**src/rtl/hyperbus_wb.sv**
```systemverilog
// ============================================================================
//  Module   : hyperbus_wb
//  Purpose  : Wishbone B3 classic 32-bit slave bridge onto the user-side
//             single-word request/response interface of the Hyperbus
//             dual-port FIFO. Partial-lane writes become read-modify-write
//             sequences. Waits for FIFO responses are bounded by a timeout,
//             and Wishbone cycle aborts are handled without cancelling FIFO
//             traffic that is already in flight.
//  Ports    : clk, rst_n                   - user clock, async active-low reset
//             wb_cyc_i .. wb_sel_i         - Wishbone slave inputs
//             wb_dat_o, wb_ack_o, wb_err_o - Wishbone slave outputs
//             rrq, wrq, adr_o, tx_dat_o    - request side towards the FIFO
//             tx_ready, rx_dat_i, rx_valid - response side from the FIFO
//  Revision : 1.0 - initial release
// ============================================================================
`default_nettype none

module hyperbus_wb #(
   parameter int ADDR_WIDTH = 32,
   parameter int DATA_WIDTH = 32,
   parameter int ADDR_SHIFT = 1,
   parameter int TIMEOUT    = 1024
) (
   input  logic                    clk,
   input  logic                    rst_n,
   input  logic                    wb_cyc_i,
   input  logic                    wb_stb_i,
   input  logic                    wb_we_i,
   input  logic [ADDR_WIDTH-1:0]   wb_adr_i,
   input  logic [DATA_WIDTH-1:0]   wb_dat_i,
   input  logic [DATA_WIDTH/8-1:0] wb_sel_i,
   output logic [DATA_WIDTH-1:0]   wb_dat_o,
   output logic                    wb_ack_o,
   output logic                    wb_err_o,
   output logic                    rrq,
   output logic                    wrq,
   output logic [ADDR_WIDTH-1:0]   adr_o,
   output logic [DATA_WIDTH-1:0]   tx_dat_o,
   input  logic                    tx_ready,
   input  logic [DATA_WIDTH-1:0]   rx_dat_i,
   input  logic                    rx_valid
);

   localparam int LANES = DATA_WIDTH / 8;
   localparam int CNT_W = (TIMEOUT > 1) ? $clog2(TIMEOUT) : 1;
   localparam bit TMO_EN = (TIMEOUT > 0);
   localparam logic [CNT_W-1:0] CNT_LAST = CNT_W'((TIMEOUT > 0) ? TIMEOUT - 1 : 0);
   localparam logic [LANES-1:0] SEL_ALL = '1;

   typedef enum logic [2:0] {
      IDLE    = 3'd0,
      RD_REQ  = 3'd1,
      RD_WAIT = 3'd2,
      MERGE   = 3'd3,
      WR_REQ  = 3'd4,
      WR_WAIT = 3'd5,
      RESP    = 3'd6
   } state_t;

   state_t                 state;
   state_t                 state_nxt;
   logic                   resp_err;     // the transition into RESP is a timeout
   logic                   tmo_hit;
   logic [CNT_W-1:0]       tmo_cnt;
   logic                   is_rmw;       // write with a partial lane mask
   logic [LANES-1:0]       sel_q;
   logic [DATA_WIDTH-1:0]  wdat_q;
   logic [DATA_WIDTH-1:0]  rdat_q;       // read phase data of an RMW
   logic [DATA_WIDTH-1:0]  merged;

   assign tmo_hit = TMO_EN && (tmo_cnt == CNT_LAST);

   // Selected lanes come from the Wishbone write data, the rest from memory.
   always_comb begin
      merged = '0;
      for (int i = 0; i < LANES; i++) begin
         merged[8*i +: 8] = sel_q[i] ? wdat_q[8*i +: 8] : rdat_q[8*i +: 8];
      end
   end

   // ---------------------------------------------------------------- FSM
   always_ff @(posedge clk or negedge rst_n) begin
      if (!rst_n) state <= IDLE;
      else        state <= state_nxt;
   end

   always_comb begin
      state_nxt = state;
      rrq       = 1'b0;
      wrq       = 1'b0;
      resp_err  = 1'b0;
      case (state)
         IDLE: begin
            if (wb_cyc_i && wb_stb_i) begin
               if (wb_we_i && (wb_sel_i == '0))        state_nxt = RESP;
               else if (wb_we_i && (wb_sel_i == SEL_ALL)) state_nxt = WR_REQ;
               else                                     state_nxt = RD_REQ;
            end
         end
         RD_REQ: begin
            rrq       = 1'b1;
            state_nxt = RD_WAIT;
         end
         RD_WAIT: begin
            if (rx_valid) begin
               state_nxt = is_rmw ? MERGE : RESP;
            end else if (tmo_hit) begin
               // An RMW timing out here never reaches its write phase.
               state_nxt = RESP;
               resp_err  = 1'b1;
            end
         end
         MERGE:   state_nxt = WR_REQ;
         WR_REQ: begin
            wrq       = 1'b1;
            state_nxt = WR_WAIT;
         end
         WR_WAIT: begin
            if (tx_ready) begin
               state_nxt = RESP;
            end else if (tmo_hit) begin
               state_nxt = RESP;
               resp_err  = 1'b1;
            end
         end
         RESP:    state_nxt = IDLE;
         default: state_nxt = IDLE;
      endcase
   end

   // ----------------------------------------------------------- datapath
   always_ff @(posedge clk or negedge rst_n) begin
      if (!rst_n) begin
         wb_ack_o <= 1'b0;
         wb_err_o <= 1'b0;
         wb_dat_o <= '0;
         adr_o    <= '0;
         tx_dat_o <= '0;
         tmo_cnt  <= '0;
         is_rmw   <= 1'b0;
         sel_q    <= '0;
         wdat_q   <= '0;
         rdat_q   <= '0;
      end else begin
         // Ack/err are registered so they are high exactly during RESP, and
         // only if the master still holds the cycle open.
         wb_ack_o <= (state_nxt == RESP) && wb_cyc_i && !resp_err;
         wb_err_o <= (state_nxt == RESP) && wb_cyc_i &&  resp_err;

         // Counter restarts on every state entry and runs only while waiting.
         if (state_nxt != state)
            tmo_cnt <= '0;
         else if ((state == RD_WAIT) || (state == WR_WAIT))
            tmo_cnt <= tmo_cnt + 1'b1;

         case (state)
            IDLE: begin
               if (wb_cyc_i && wb_stb_i) begin
                  adr_o  <= wb_adr_i >> ADDR_SHIFT;
                  is_rmw <= wb_we_i && (wb_sel_i != SEL_ALL);
                  sel_q  <= wb_sel_i;
                  wdat_q <= wb_dat_i;
                  if (wb_we_i && (wb_sel_i == SEL_ALL))
                     tx_dat_o <= wb_dat_i;
               end
            end
            RD_WAIT: begin
               if (rx_valid) begin
                  if (is_rmw) rdat_q   <= rx_dat_i;
                  else        wb_dat_o <= rx_dat_i;
               end
            end
            MERGE:   tx_dat_o <= merged;
            default: ;
         endcase
      end
   end

endmodule

`default_nettype wire
```
**config.mk**
```make
export PLATFORM = sky130hd
export DESIGN_NAME = hyperbus_wb
export DESIGN_NICKNAME = d
export VERILOG_FILES = /design/src/rtl/hyperbus_wb.sv
export SDC_FILE = /design/constraint.sdc
export NUM_CORES = 1
export LEC_CHECK = 0
export BUFFER_PORTS_ARGS = -buffer_cell sky130_fd_sc_hd__buf_2
export CORE_MARGIN = 10
export CORE_UTILIZATION = 45
export DETAILED_ROUTE_END_ITERATION = 10
export GPL_TIMING_DRIVEN = 0
export PLACE_DENSITY = 0.72
export RECOVER_POWER = 25
export SYNTH_ARGS = -nofsm -noshare
export SYNTH_HDL_FRONTEND = slang
export SYNTH_SLANG_ARGS = --single-unit
```
**constraint.sdc**
```tcl
create_clock -name clk -period 1.9 [get_ports clk]
set_input_delay 0 -clock clk [delete_from_list [all_inputs] [get_ports clk]]
set_output_delay 0 -clock clk [all_outputs]
set_load 0.05 [all_outputs]
```
After elaboration in Yosys (flattened, before gate mapping). Cells that the tools add are included.

Bits of input ports: 107. Register bits after elaboration: 179. Output and inout port bits: 100. Word-level logic and storage cells: 65.

Equality and inequality tests: 12. Reductions and logical operators: 17. Bitwise gates (word level): 1. Multiplexer cells: 23. $add $sub $neg: 1.

Operators by type and width (count): 2-to-1 mux 32 bit (2); one-hot mux 32 bit (2 select lines) (1); 2-to-1 mux 8 bit (4); 2-to-1 mux 3 bit (7); 2-to-1 mux 10 bit (2); one-hot mux 3 bit (6 select lines) (1); adder 10 x 1 -> 10 bit (second input constant) (1); == test 10 bit (second input constant) (1); == test 3 bit (second input constant) (3); AND reduction 3 bit (3); logical AND 1 bit (7); == test 3 x 2 -> 1 bit (second input constant) (2); 2-to-1 mux 1 bit (5); == test 4 bit (second input constant) (1); logical NOT 4 bit (1); != test 2 bit (second input constant) (2); != test 4 bit (second input constant) (1); nonzero test 2 bit (2); == test 3 x 1 -> 1 bit (second input constant) (1); logical NOT 3 bit (1); != test 3 bit (1); one-hot mux 1 bit (2 select lines) (1); AND reduction 2 bit (1); logical NOT 1 bit (1); other kinds (2) (2).

Longest topological paths before layout.
Depth in word-level cells: 9. Gate-level depth with buffers: 8. Gate-level depth less buffers: 6.

Least setup slack after synthesis. No wires, ideal clock.

Kind: flip-flop to flip-flop. Start point: register state[2]. End point: register wb_dat_o[10]. Path buffers: 4. Path slack: -0.157 ns. Arrival time: 1.932 ns. Data required time: 1.775 ns. Library setup time: 0.125 ns. Cell stages (with the launch flop): 8. Clock period less this slack: 2.057 ns. Path through: dfrtp_1 -> buf_6 -> or3b_1 -> buf_2 -> or3b_1 -> buf_6 -> buf_12 -> mux2_4.

Word-level cells in the longest chain between the ends: 2.

Ends and longest elaborated chain: start: declaration (line 60) `state_t state;`; start signal: assignment (line 84) `else state <= state_nxt;`; == test 3 x 2 -> 1 bit (line 156) `case (state)`; AND reduction 3 bit (no line); end signal: assignment (line 170) `else wb_dat_o <= rx_dat_i;`; end: declaration (line 32) `output logic [DATA_WIDTH-1:0] wb_dat_o,`.

Every way passes these cells. A chain may end at the register's enable or synchronous reset.

Worst setup path in the final report.
Start point: register state[1]. End point: register wb_dat_o[3].

The elaborated chain is that of the path after synthesis.

==> results.sh <==
export IMPL_avgSynthCellArea_um2=10.6
export IMPL_cts_tree="built"
export IMPL_wire_per_inst_um=18.3
export IMPL_synth_seq_cells=179
export IMPL_crit_type="reg -> reg"
export IMPL_whs_ns=0.0494
export IMPL_synth_adder_area_share=0.00162
export IMPL_synth_top_area_cell="dfrtp_1"
export IMPL_clock_sinks=179
export IMPL_rr_endpoint="wb_dat_o[3]"
export IMPL_fillers=1244
export IMPL_vdd_drop_max_mv=1.15
export IMPL_pre_cts_ws_ns=-0.674
export IMPL_start_util=0.462
export IMPL_pin_count=207
export IMPL_synthArstFlopShare=1.00
export IMPL_synthTopCellsByCount="244 x nand2_1, 179 x dfrtp_1, 36 x nor2_1"
export IMPL_cp_required_ns=2.21
export IMPL_r2r_start="state[1]"
export IMPL_stdcell_area_mm2=0.0113
export IMPL_synth_xor_xnor_area_share=0.0102
export IMPL_synth_distinct_cells=40
export IMPL_die_width_um=151
export IMPL_slew_headroom=0.101
export IMPL_synth_top_cells_by_area="dfrtp_1 58%, nand2_1 12%, mux2_4 5.8%, mux2_2 5.0%, mux2i_1 4.3%"
export IMPL_clock_latency_ns=0.42
export IMPL_grt_first_pass_wirelength_um=37900
export IMPL_worstHoldStart="rx_valid"
export IMPL_grt_max_degree=98
export IMPL_overflow=0
export IMPL_drc=0
export IMPL_clk_pin_slew_ns=0.07
export IMPL_hp_class="in -> reg"
export IMPL_power_per_cell_area_mw_per_mm2=1720
export IMPL_grt_pass1_vias=7261
export IMPL_cts_buffers=17
export IMPL_max_freq_mhz=507
export IMPL_cp_arrival_ns=2.29
export IMPL_synth_mux_area_frac=0.151
export IMPL_synth_top_family_by_area="simple AND/OR/NAND/NOR gates"
export IMPL_port_buffers=204
export IMPL_ant_nets=0
export IMPL_placed_area_mm2=0.00906
export IMPL_cap_violations=0
export IMPL_die_h_um=151
export IMPL_failed_checks="negative setup slack"
export IMPL_synth_ff_type="dfrtp_1"
export IMPL_drt_wl_total_um=24100
export IMPL_min_period_ns=1.97
export IMPL_outcome="complete, but fails checks"
export IMPL_dieArea_mm2=0.0228
export IMPL_vias_per_cell=5.05
export IMPL_skew_ns=0.00841
export IMPL_syn_num_nets=838
export IMPL_antenna_found_initial=1
export IMPL_post_dp_hpwl_um=15200
export IMPL_drtIter0Drc=367
export IMPL_first_pass_iters=4
export IMPL_cts_max_path_buffers=2
export IMPL_setup_violations=40
export IMPL_reg2reg_depth=5
export IMPL_h_tree_depth=4
export IMPL_fp_row_count=47
export IMPL_setup_slack_ns=-0.0738
export IMPL_grt_usage=0.211
export IMPL_synth_top_area_frac=0.581
export IMPL_area_growth_pct=46.3
export IMPL_cp_startpoint="state[1]"
export IMPL_gp_congestion=0.788
export IMPL_end_kind="flip-flop"
export IMPL_fin_nets=1188
export IMPL_tightest_slew_ns=1.35
export IMPL_vias=6641
export IMPL_report_final_slew_viol_count=0
export IMPL_synth_simple_area_share=0.169
export IMPL_power_leakage_nw=5.80
export IMPL_fp_coreArea_mm2=0.0167
export IMPL_synth_cells=730
export IMPL_rsz0062_at_grt="yes"
export IMPL_hold_viol_final=0
export IMPL_finish_utilization=0.676
export IMPL_crit_path_end="wb_dat_o[3]"
export IMPL_seq_area_frac_synth=0.581
export IMPL_drive_above_1_share=0.354
export IMPL_synth_edff_count=0
export IMPL_ys_warn_count=0
export IMPL_critPathLaunchType="flip-flop"
export IMPL_netlist_area_mm2=0.00771
export IMPL_rrSetupSlack_ns=-0.07
export IMPL_crit_fanout=7
export IMPL_yosysMostFrequentCell="nand2_1"
export IMPL_fin_crit_sh=1.04
export IMPL_synth_compound_area_frac=0.0548
export IMPL_cts_root_buf="clkbuf_16"
## report_power, final
part | leakage, nW | internal [W] | switching (W)
logic | 3.25 | 0.00312 | 0.00616
clock network | 0.299 | 0.00213 | 0.00154
registers | 2.25 | 0.00549 | 0.000938
## how the worst min path moves through the flow
| stage | endpoint | slack [ns] | depth (start not counted) |
|---|---|---|---|
| after floorplan | adr_o[0] | -0.30 | 0 |
| after global placement | adr_o[25] | 0.19 | 3 |
| after detailed placement | wb_dat_o[24] | 0.08 | 1 |
| after CTS | wb_err_o | 0.02 | 3 |
| after global routing | wb_err_o | 0.05 | 3 |
| final | wb_err_o | 0.05 | 3 |
## layout make-up
| type | instances | area (um2) | share of cell area |
|---|---|---|---|
| Sequential cell | 179 | 4480 | 0.397 |
| Inverter | 2 | 7.51 | 0.000665 |
| Tap cell | 220 | 275 | 0.0244 |
| Clock inverter | 14 | 175 | 0.0155 |
| Buffer | 40 | 335 | 0.0297 |
| Multi-Input combinational cell | 504 | 3150 | 0.279 |
| Timing Repair Buffer | 336 | 2420 | 0.214 |
| Antenna cell | 1 | 2.50 | 0.000222 |
| Clock buffer | 18 | 439 | 0.0389 |
## cells by family after synthesis
| family | Yosys count |
|---|---|
| multiplexers | 97 |
| AO/OA/AOI/OAI | 77 |
| AND/OR/NAND/NOR | 319 |
| adder cells (fa/ha/maj) | 1 |
| XOR/XNOR | 9 |
| flip-flops | 179 |
| buffers and inverters | 47 |
| other | 1 |
## layout by cell type (no fill, tap or decap), types with 3 or more instances in the layout
cell type / n
a21oi_1: 32
and4_1: 3
dlygate4sd3_1: 103
clkbuf_4: 4
clkbuf_2: 13
clkbuf_16: 18
nand2_1: 243
mux2i_1: 33
mux2_2: 21
o21ai_1: 18
dfrtp_1: 178
o21ai_0: 16
nand2b_1: 4
buf_12: 9
nand3_1: 5
buf_6: 6
and3_1: 3
bufinv_16: 3
nor3_1: 3
buf_16: 4
inv_6: 4
nor2_1: 35
nor3_2: 8
buf_4: 24
mux2_4: 43
clkbuf_1: 4
buf_2: 206
nand3b_1: 3
xor2_1: 7
clkinv_2: 3
## through the flow
step / std cells / total power, W / setup TNS [ns]
finish: 1314 / 0.0194 / -2.04
global route: 1314 / 0.0204 / -4.97
CTS: 1309 / 0.0192 / -10.18
detailed placement: 1155 / 0.0149 / -62.11
global placement: 1154 / 0.0147 / -431.10
floorplan: 730 / 0.0126 / -7.54
## state kept, by name, indices dropped and copies added, names as in the netlist
register / flops
is_rmw: 1
wb_ack_o: 1
sel_q: 4
state: 3
wdat_q: 32
rdat_q: 32
adr_o: 31
wb_err_o: 1
tx_dat_o: 32
tmo_cnt: 10
wb_dat_o: 32
## critical path, stage by stage (launching register included)
cell and delay [ns]:
dfrtp_2 0.41, or3b_4 0.40, or3b_4 0.42, buf_12 0.17
clkbuf_16 0.17, mux2_4 0.29
## timing repair
| action | 4_1_cts | 5_1_grt |
|---|---|---|
| endpoints found under the hold margin | 263 | 0 |
| endpoints found under the setup margin | 177 | 168 |
| hold buffers | 103 | 0 |
| pin swaps | 2 | 7 |
| cloned | 3 | 1 |
| setup buffers | 17 | 7 |
| resized for setup | 77 | 55 |
## metal layers
| layer | wire [um] | GRT usage |
|---|---|---|
| met4 | 418 | 0.0669 |
| met5 | 0 | 0 |
| met1 | 9830 | 0.252 |
| met3 | 2110 | 0.0665 |
| met2 | 11700 | 0.355 |
Note: power is estimated with default switching activity, not from simulation.
